<file path="src/rtl/muldiv_pkg.sv">
// Shared definitions for the iterative RV32M multiply/divide sequencer (muldiv_seq).
// Holds the FSM state encoding, the funct3 opcode values and the default widths.
package muldiv_pkg;

   localparam int XLEN_DEF  = 32;
   localparam int CNT_W_DEF = 6;

   typedef enum logic [2:0] {
      ST_IDLE,
      ST_PREP,
      ST_RUN,
      ST_FIX,
      ST_DONE
   } state_t;

   localparam logic [2:0] F3_MUL    = 3'd0;
   localparam logic [2:0] F3_MULH   = 3'd1;
   localparam logic [2:0] F3_MULHSU = 3'd2;
   localparam logic [2:0] F3_MULHU  = 3'd3;
   localparam logic [2:0] F3_DIV    = 3'd4;
   localparam logic [2:0] F3_DIVU   = 3'd5;
   localparam logic [2:0] F3_REM    = 3'd6;
   localparam logic [2:0] F3_REMU   = 3'd7;

   function automatic logic is_div_op(input logic [2:0] f3);
      return f3[2];
   endfunction

   function automatic logic is_rem_op(input logic [2:0] f3);
      return f3[2] & f3[1];
   endfunction

endpackage

</file>
<file path="src/rtl/muldiv_addsub33.sv">
// Combinational (XLEN+1)-bit adder/subtractor shared by the multiply and divide iterations.
// sub=0 gives a+b, sub=1 gives a-b; the result wraps modulo 2**W.
module muldiv_addsub33 #(
   parameter int W = 33
) (
   input  logic [W-1:0] a,
   input  logic [W-1:0] b,
   input  logic         sub,
   output logic [W-1:0] sum
);

   assign sum = sub ? (a - b) : (a + b);

endmodule

</file>
<file path="src/rtl/muldiv_seq.sv">
// Multi-cycle RV32M multiply/divide sequencer for the EX stage: IDLE -> PREP -> RUN -> FIX -> DONE.
// Optional macro MULDIV_FAST_PATH_EN: trivial ops (zero multiply, divide by zero, signed overflow) skip RUN.
module muldiv_seq
   import muldiv_pkg::*;
#(
   parameter int XLEN  = XLEN_DEF,
   parameter int CNT_W = CNT_W_DEF
) (
   input  logic            i_clk,
   input  logic            i_rst_n,
   input  logic            i_start,
   input  logic [2:0]      i_funct3,
   input  logic [XLEN-1:0] i_rs1_data,
   input  logic [XLEN-1:0] i_rs2_data,
   input  logic            i_flush,
   output logic            o_busy,
   output logic            o_done,
   output logic [XLEN-1:0] o_result
);

   // Handshake: an op is accepted only when i_start=1 and i_flush=0 in IDLE; o_done is a
   // one-cycle pulse with o_result valid in that cycle, and o_busy covers PREP/RUN/FIX.

   state_t            state, state_n;
   logic [XLEN-1:0]   op_a, op_b, result;
   logic [2:0]        f3;
   logic              neg_res, fast_q;
   logic [2*XLEN-1:0] acc, acc_n, prod_s;
   logic [CNT_W-1:0]  cnt;

   logic              div_op, a_signed, b_signed, a_neg, b_neg, b_zero, prep_neg;
   logic [XLEN-1:0]   mag_a, mag_b, fix_half, fix_val;
   logic [XLEN:0]     add_a, add_b, add_sum, div_shift;
   logic              div_ge, last_iter;
   logic              fast_hit;
   logic [XLEN-1:0]   fast_val;

   // Operand decode; in PREP op_a/op_b still hold the raw latched operands.
   always_comb begin
      div_op   = is_div_op(f3);
      a_signed = (f3 == F3_MULH) | (f3 == F3_MULHSU) | (f3 == F3_DIV) | (f3 == F3_REM);
      b_signed = (f3 == F3_MULH) | (f3 == F3_DIV) | (f3 == F3_REM);
      a_neg    = a_signed & op_a[XLEN-1];
      b_neg    = b_signed & op_b[XLEN-1];
      mag_a    = a_neg ? -op_a : op_a;
      mag_b    = b_neg ? -op_b : op_b;
      b_zero   = (op_b == '0);
      if (is_rem_op(f3)) begin
         prep_neg = a_neg;
      end else if (div_op) begin
         prep_neg = (a_neg ^ b_neg) & ~b_zero;
      end else begin
         prep_neg = a_neg ^ b_neg;
      end
   end

`ifdef MULDIV_FAST_PATH_EN
   logic a_zero, div_ovf;

   always_comb begin
      a_zero   = (op_a == '0);
      div_ovf  = div_op & a_signed & (op_a == {1'b1, {(XLEN-1){1'b0}}}) & (op_b == '1);
      fast_hit = 1'b0;
      fast_val = '0;
      if (!div_op) begin
         fast_hit = a_zero | b_zero;
      end else if (b_zero) begin
         fast_hit = 1'b1;
         fast_val = is_rem_op(f3) ? op_a : '1;
      end else if (div_ovf) begin
         fast_hit = 1'b1;
         fast_val = is_rem_op(f3) ? '0 : op_a;
      end
   end
`else
   assign fast_hit = 1'b0;
   assign fast_val = '0;
`endif

   // Multiply: hi += multiplicand when multiplier LSB set, then shift {hi,lo} right.
   // Divide: shift remainder left by one dividend bit and try subtracting the divisor.
   always_comb begin
      div_shift = {acc[2*XLEN-1:XLEN], op_a[XLEN-1]};
      if (div_op) begin
         add_a = div_shift;
         add_b = {1'b0, op_b};
      end else begin
         add_a = {1'b0, acc[2*XLEN-1:XLEN]};
         add_b = op_b[0] ? {1'b0, op_a} : '0;
      end
   end

   muldiv_addsub33 #(.W(XLEN+1)) u_addsub (
      .a   (add_a),
      .b   (add_b),
      .sub (div_op),
      .sum (add_sum)
   );

   always_comb begin
      div_ge = div_shift[XLEN] | ~add_sum[XLEN];
      if (div_op) begin
         acc_n = {(div_ge ? add_sum[XLEN-1:0] : div_shift[XLEN-1:0]), acc[XLEN-2:0], div_ge};
      end else begin
         acc_n = {add_sum, acc[XLEN-1:1]};
      end
   end

   // The high product half needs the full 64-bit negation, not just a negated hi word.
   always_comb begin
      prod_s   = neg_res ? -acc : acc;
      fix_half = is_rem_op(f3) ? acc[2*XLEN-1:XLEN] : acc[XLEN-1:0];
      if (div_op) begin
         fix_val = neg_res ? -fix_half : fix_half;
      end else if (f3 == F3_MUL) begin
         fix_val = prod_s[XLEN-1:0];
      end else begin
         fix_val = prod_s[2*XLEN-1:XLEN];
      end
   end

   assign last_iter = (cnt == CNT_W'(XLEN-1));

   always_ff @(posedge i_clk) begin
      if (!i_rst_n) begin
         state <= ST_IDLE;
      end else begin
         state <= state_n;
      end
   end

   // Fast-path ops go PREP -> FIX so o_done still lands two edges after acceptance.
   always_comb begin
      state_n = state;
      case (state)
         ST_IDLE: if (i_start) state_n = ST_PREP;
         ST_PREP: state_n = fast_hit ? ST_FIX : ST_RUN;
         ST_RUN:  if (last_iter) state_n = ST_FIX;
         ST_FIX:  state_n = ST_DONE;
         ST_DONE: state_n = ST_IDLE;
         default: state_n = ST_IDLE;
      endcase
      if (i_flush) state_n = ST_IDLE;
   end

   always_ff @(posedge i_clk) begin
      if (!i_rst_n) begin
         op_a    <= '0;
         op_b    <= '0;
         f3      <= '0;
         neg_res <= 1'b0;
         fast_q  <= 1'b0;
         acc     <= '0;
         cnt     <= '0;
         result  <= '0;
      end else begin
         case (state)
            ST_IDLE: begin
               if (i_start && !i_flush) begin
                  op_a <= i_rs1_data;
                  op_b <= i_rs2_data;
                  f3   <= i_funct3;
               end
            end
            ST_PREP: begin
               op_a    <= mag_a;
               op_b    <= mag_b;
               neg_res <= prep_neg;
               fast_q  <= fast_hit;
               acc     <= '0;
               cnt     <= '0;
               if (fast_hit) result <= fast_val;
            end
            ST_RUN: begin
               acc <= acc_n;
               cnt <= cnt + CNT_W'(1);
               if (div_op) begin
                  op_a <= op_a << 1;
               end else begin
                  op_b <= op_b >> 1;
               end
            end
            ST_FIX: begin
               if (!fast_q) result <= fix_val;
            end
            default: ;
         endcase
      end
   end

   assign o_busy   = (state == ST_PREP) | (state == ST_RUN) | (state == ST_FIX);
   assign o_done   = (state == ST_DONE) & ~i_flush;
   assign o_result = result;

endmodule

</file>
<file path="config.mk">
export PLATFORM = sky130hd
export DESIGN_NAME = muldiv_seq
export DESIGN_NICKNAME = d
export VERILOG_FILES = /design/src/rtl/muldiv_pkg.sv /design/src/rtl/muldiv_addsub33.sv /design/src/rtl/muldiv_seq.sv
export SDC_FILE = /design/constraint.sdc
export NUM_CORES = 1
export LEC_CHECK = 0
export BUFFER_PORTS_ARGS = -buffer_cell sky130_fd_sc_hd__buf_2
export CAP_MARGIN = 30
export CORE_MARGIN = 2
export CORE_UTILIZATION = 45
export CTS_CLUSTER_SIZE = 20
export DETAILED_ROUTE_END_ITERATION = 12
export PLACE_DENSITY_LB_ADDON = 0.08
export SETUP_SLACK_MARGIN = 0.1
export SLEW_MARGIN = 25
export SYNTH_ARGS = -nofsm -noshare
export SYNTH_HDL_FRONTEND = slang
export SYNTH_SLANG_ARGS = --single-unit
</file>
<file path="constraint.sdc">
create_clock -name i_clk -period 6.64 [get_ports i_clk]
set_input_delay 0.664 -clock i_clk [delete_from_list [all_inputs] [get_ports i_clk]]
set_output_delay 0.664 -clock i_clk [all_outputs]
set_load 0.005 [all_outputs]
</file>
# Word-level counts from Yosys, hierarchy flattened
# Index checks and enable logic that the tools add are counted.
# Widths: inputs -> output; s select.
totals:
  reg_bits: 173
  latchBits: 0
  mem_bits_rw: 0
  romBits: 0
  in_bits: 71
  elab_cells: 87
  n_memories: 0
op_classes:
  add_sub_neg: 7
  n_mul: 0
  div: 0
  magnitude_cmp: 0
  n_eq_ne: 16
  n_shift: 0
  muxes: 26
  bitwise_logic: 18
  n_reduce_logical: 12
op_table:
  columns: ["operator", "count"]
  rows:
  - ["$mux 32", 13]
  - ["$pmux 32 s3", 2]
  - ["$mux 64", 2]
  - ["$pmux 64 s2", 1]
  - ["$neg 32->32", 3]
  - ["$mux 33", 2]
  - ["$neg 64->64", 1]
  - ["$add 33x32->33", 1]
  - ["$sub 33x32->33", 1]
  - ["$logic_not 32->1", 1]
  - ["$ne 2x2->1 const B", 7]
  - ["$pmux 3 s4", 1]
  - ["$pmux 6 s2", 1]
  - ["$eq 3x2->1 const B", 3]
  - ["$eq 3x3->1 const B", 3]
  - ["$or 1x1->1", 8]
  - ["$reduce_and 4->1", 2]
  - ["$add 6x1->6 const B", 1]
  - ["$eq 3x1->1 const B", 2]
  - ["$eq 6x5->1 const B", 1]
  - ["$logic_not 3->1", 2]
  - ["$mux 3", 2]
  - ["$and 1x1->1", 5]
  - ["$not 1->1", 4]
  - ["8 further kinds", 10]

# Longest topological paths before layout
depth:
  depth_word: 9
  depth_mapped: 29

# Hierarchy
# Synthesis repeated with hierarchy kept, for this count alone.
hier_totals:
  cells_unflattened: 2303
  hier_area_um2: 16550.9
by_module_without_submodules:
  columns: ["mod", "n_inst", "cells_each", "area_per_inst_um2", "seq_area_each_um2"]
  rows:
  - ["muldiv_seq", 1, 1911, 13914.6, 3463.3]
  - ["muldiv_addsub33", 1, 392, 2636.3, 0.0]

# Worst setup path after synthesis
# OpenSTA, ideal clock, no wires.
synth_path:
  path_kind: "register to register"
  start: "register f3[2]"
  end: "register acc[46]"
  arrival_time_ns: 6.481
  path_slack_ns: 0.025
  stages_incl_launch_ff: 30
  path_buffers: 10
  cell_sequence: "dfxtp_1 > buf_2 > clkbuf_1 > clkbuf_1 > buf_1 > clkbuf_1 > clkbuf_1 > clkbuf_1 > o21ai_0 > ha_1 > inv_1 > nor4_1 > nand4_1 > a221oi_1 > xnor2_1 > nand2_1 > o21ai_0 > ha_1 > clkbuf_1 > a21oi_1 > o211ai_1 > a221o_1 > a41o_1 > o2111ai_1 > nand4_1 > nand2_1 > buf_2 > buf_2 > mux2i_1 > o22ai_1"
synth_between:
  elab_chain_cells: 8
  elab_cells_between_ends: 10
synth_rtl:
  columns: ["item", "line_no", "rtl"]
  rows:
  - ["from (decl)", "muldiv_seq.sv:26", "logic [2:0] f3;"]
  - ["from (signal assigned)", "muldiv_seq.sv:162", "f3 <= i_funct3;"]
  - ["$mux 33 / $mux 32 (equally long branches)", "muldiv_seq.sv:84", "if (div_op) begin"]
  - ["$add 33x32->33 / $sub 33x32->33 (equally long branches)", "muldiv_addsub33.sv:12", "assign sum = sub ? (a - b) : (a + b);"]
  - ["$mux 33", "muldiv_addsub33.sv:12", null]
  - ["$not 1->1", "muldiv_seq.sv:101", "div_ge = div_shift[XLEN] | ~add_sum[XLEN];"]
  - ["$or 1x1->1", "muldiv_seq.sv:101", null]
  - ["$mux 32", "muldiv_seq.sv:103", "acc_n = {(div_ge ? add_sum[XLEN-1:0] : div_shift[XLEN-1:0]), acc[XLEN-2:0], div_ge};"]
  - ["$mux 64 (*)", "muldiv_seq.sv:102", "if (div_op) begin"]
  - ["$pmux 64 s2 (*)", "muldiv_seq.sv:157", "case (state)"]
  - ["to (signal assigned)", "muldiv_seq.sv:175", "acc <= acc_n;"]
  - ["to (decl)", "muldiv_seq.sv:28", "logic [2*XLEN-1:0] acc, acc_n, prod_s;"]
# Mark *: on every way between the ends. The rest lies on a longest branch, timed or not.
# A chain may end at the register's enable or synchronous reset.

# Worst setup path in the final report
layout_path:
  start: "register f3[2]"
  end: "register acc[0]"
layout_between:
  elab_chain_cells: 7
  elab_cells_between_ends: 9
layout_rtl:
  columns: ["item", "line_no"]
  rows:
  - ["$mux 33 / $mux 32 (equally long branches)", "muldiv_seq.sv:84"]
  - ["$add 33x32->33 / $sub 33x32->33 (equally long branches)", "muldiv_addsub33.sv:12"]
  - ["$mux 33", "muldiv_addsub33.sv:12"]
  - ["$not 1->1", "muldiv_seq.sv:101"]
  - ["$or 1x1->1", "muldiv_seq.sv:101"]
  - ["$mux 64 (*)", "muldiv_seq.sv:102"]
  - ["$pmux 64 s2 (*)", "muldiv_seq.sv:157"]
# Marked as above.

==> out/metrics.yaml <==
yosys:
  synth-edff-count: 0
  synth_area_leader_cell: "dfxtp_1"
  synth_top_area_share: 0.2193
  netlist_instances: 2243
  synth.distinct_cells: 80
  seq_area_frac_synth: 0.2193
  synth_area_mm2: 0.01579
  synthArstFlopShare: 0
  ys_warn_count: 0
  syn_avg_cell_area_um2: 7.040
  synth_nets: 2353
  yosys_most_used_dff: "dfxtp_1"
  synth.area.top_cells: "dfxtp_1 (22%), o21ai_0 (6.8%), a21oi_1 (6.2%), mux2i_1 (5.9%), nor2_1 (5.8%)"
  ys_ff_latch: 173
power_and_ir_drop:
  power.leakage_uw: 0.006778
  p_int_uw: 2171
  p_switching_uw: 1445
  p_sw_frac: 0.3996
  powerDensity_mw_per_mm2: 214.8
  ir_worst_vdd_v: 0.0002173
  seqPwrFrac: 0.326
  pwr-share-clk: 0.293
  p_comb_frac: 0.381
clock_tree:
  cts_setup_buffers: 0
  postCtsResizedCells: 0
  clock_insertion_delay_worst_skew_ns: 0.47
  h-tree-depth: 4
  clock-sinks: 173
  cts_hold_buf: 0
  cts_root_buf: "clkbuf_16"
  max-clock-path-buffers: 2
  cts_buffers: 17
  cts_tree: "yes"
  clkTransAtPathRegs_ns: 0.07
worst_hold_path:
  worst_hold_path.num_cells: 3
  hold_class: "in -> reg"
finish:
  drive_gt1_frac: 0.1066
  mostFrequentLayoutCells: "nor2_1 (242), o21ai_0 (215), a21oi_1 (197)"
  diodes: 0
  syn_to_final_growth_pct: 6.624
  final_common_cell: "nor2_1"
  finish.instance_area_mm2: 0.01684
  final_net_count: 2263
timing:
  setup_viol: 0
  fin_crit_ns: 6.056
  worstMarginPinSlew_ns: 1.005
  slew_viol_final: 0
  max_freq_mhz: 165.1
  final_hold_viol_count: 0
  skew_ns: 0.01313
  setup_tns_ns: 0
  whs_ns: 0.4436
  setup_slack_ns: 0.5840
  rsz0062_at_grt: "false"
  maxSlewHeadroom: 0.3278
  period_share: 0.9121
run:
  maxCapViolations: 0
floorplanning:
  start_util: 0.4571
  die_y_um: 191.3
  rows: 68
  die_w_um: 191.3
  dieArea_mm2: 0.03660
  pin_count: 105
  core_mm2: 0.03454
placed_design:
  pre_cts_ws_ns: 0.4133
  placed_area_mm2: 0.01623
  port_buffers: 104
  dp_hpwl_um: 41300
  place_congestion: 0.9400
worst_setup_path:
  required_ns: 7.00
  cp.arrival_ns: 6.42
  cp_max_fo: 26
  crit_path_start_kind: "flop"
  reg2reg_depth: 18
  cp-end-kind: "flop"
  criticalPathCategory: "reg -> reg"
global_routing:
  antenna_found_initial: 0
  grt_pass1_vias: 15728
  grtUsageTotal: 0.3167
  grt_first_pass_wirelength_um: 91350
  overflow: 0
  grt_max_degree: 81
detailed_routing:
  drtIter0Drc: 1565
  vias: 16872
  viasPerCell: 6.437
  drc_errors: 0
  antenna_left: 0
  wl_per_cell_um: 22.33
  first_pass_iters: 7
  drt-total-wl_um: 58520
status:
  status: "finished clean"
-- cells in the mapped netlist, types with 16 or more instances --
cell / count
or3_1: 36
o211ai_1: 25
xor2_1: 66
buf_1: 22
nor2_1: 244
inv_1: 35
a21oi_1: 197
a22o_1: 22
nand3_1: 50
xnor2_1: 75
a22oi_1: 49
nor3_1: 80
o21ai_0: 215
ha_1: 38
a211oi_1: 16
a31oi_1: 26
nand2_1: 184
nor4_1: 25
o22ai_1: 23
o31ai_1: 32
mux2_2: 29
nand2b_1: 21
clkbuf_1: 208
a221oi_1: 20
mux2i_1: 93
o41ai_1: 18
dfxtp_1: 173
-- worst paths after layout --
| kind | from | to | slack (ns) |
|---|---|---|---|
| setup / recovery | f3[2]$_SDFFE_PN0P_ | acc[0]$_SDFFE_PN0N_ | 0.58 |
| hold / removal | i_funct3[1] | f3[1]$_SDFFE_PN0P_ | 0.44 |
| setup reg to reg | f3[2]$_SDFFE_PN0P_ | acc[0]$_SDFFE_PN0N_ | 0.58 |
| hold reg to reg | o_result[0]$_SDFFE_PN0P_ | o_result[0]$_SDFFE_PN0P_ | 0.45 |
-- layer usage --
layer	vias to the layer above	wire length, um	GRT usage
met5	-	0	0
li1	8009	-	-
met2	632	27690	0.5269
met1	8141	25910	0.4164
met4	0	1904	0.1243
met3	90	3016	0.03782
-- sequential cells by signal, summed over array words and instances (netlist names) --
register / count
op_a: 32
acc: 64
state: 3
o_result: 32
cnt: 6
op_b: 32
neg_res: 1
f3: 3
-- logic make-up after synthesis --
kind of cell               synth area share
adders and majority gates           0.03138
and+or+nand+nor                      0.2209
AOI/OAI and AO/OA                    0.3022
buffers and inverters               0.06830
DFF                                  0.2193
xor gates and xnor gates            0.07821
muxes                               0.07964
-- worst max-delay path: stages, from the launching register on --
cell	delay (ns)
dfxtp_4	0.44
nand2b_1	0.33
o21ai_0	0.24
nor3_1	0.46
nand4_1	0.31
nor3_2	0.49
a21oi_1	0.12
or4_1	0.51
o21ai_0	0.09
ha_1	0.34
and3_1	0.24
a221o_1	0.34
a41o_1	0.24
o2111ai_1	0.43
nand4_1	0.24
nand2_1	0.36
buf_6	0.36
a21oi_1	0.12
a32o_1	0.28
-- stage by stage --
step / utilization / total power [uW] / instances
floorplan: - / 2174 / 2243
global placement: 0.4695 / 2542 / 2588
detailed placement: 0.4698 / 2544 / 2589
CTS: 0.4870 / 3601 / 2621
global route: 0.4874 / 3809 / 2621
finish: 0.4874 / 3617 / 2621
-- layout make-up --
class	instances	area, um^2
sequential	173	3468
clock buffer	25	516.7
multi-input combinational	1790	11300
fill	3583	17710
tap	455	569.3
clock inverter	7	76.32
inverter	35	133.9
timing repair buffer	136	768.2
-- power by group through the flow --
stage	registers (uW)	logic (uW)	clock network [uW]
after floorplan	1130	1050	0
after global placement	1200	1340	0
after detailed placement	1200	1350	0
after CTS	1170	1350	1070
after global routing	1190	1510	1110
final	1180	1380	1060
No activity file was read; power rests on OpenSTA's default activity.
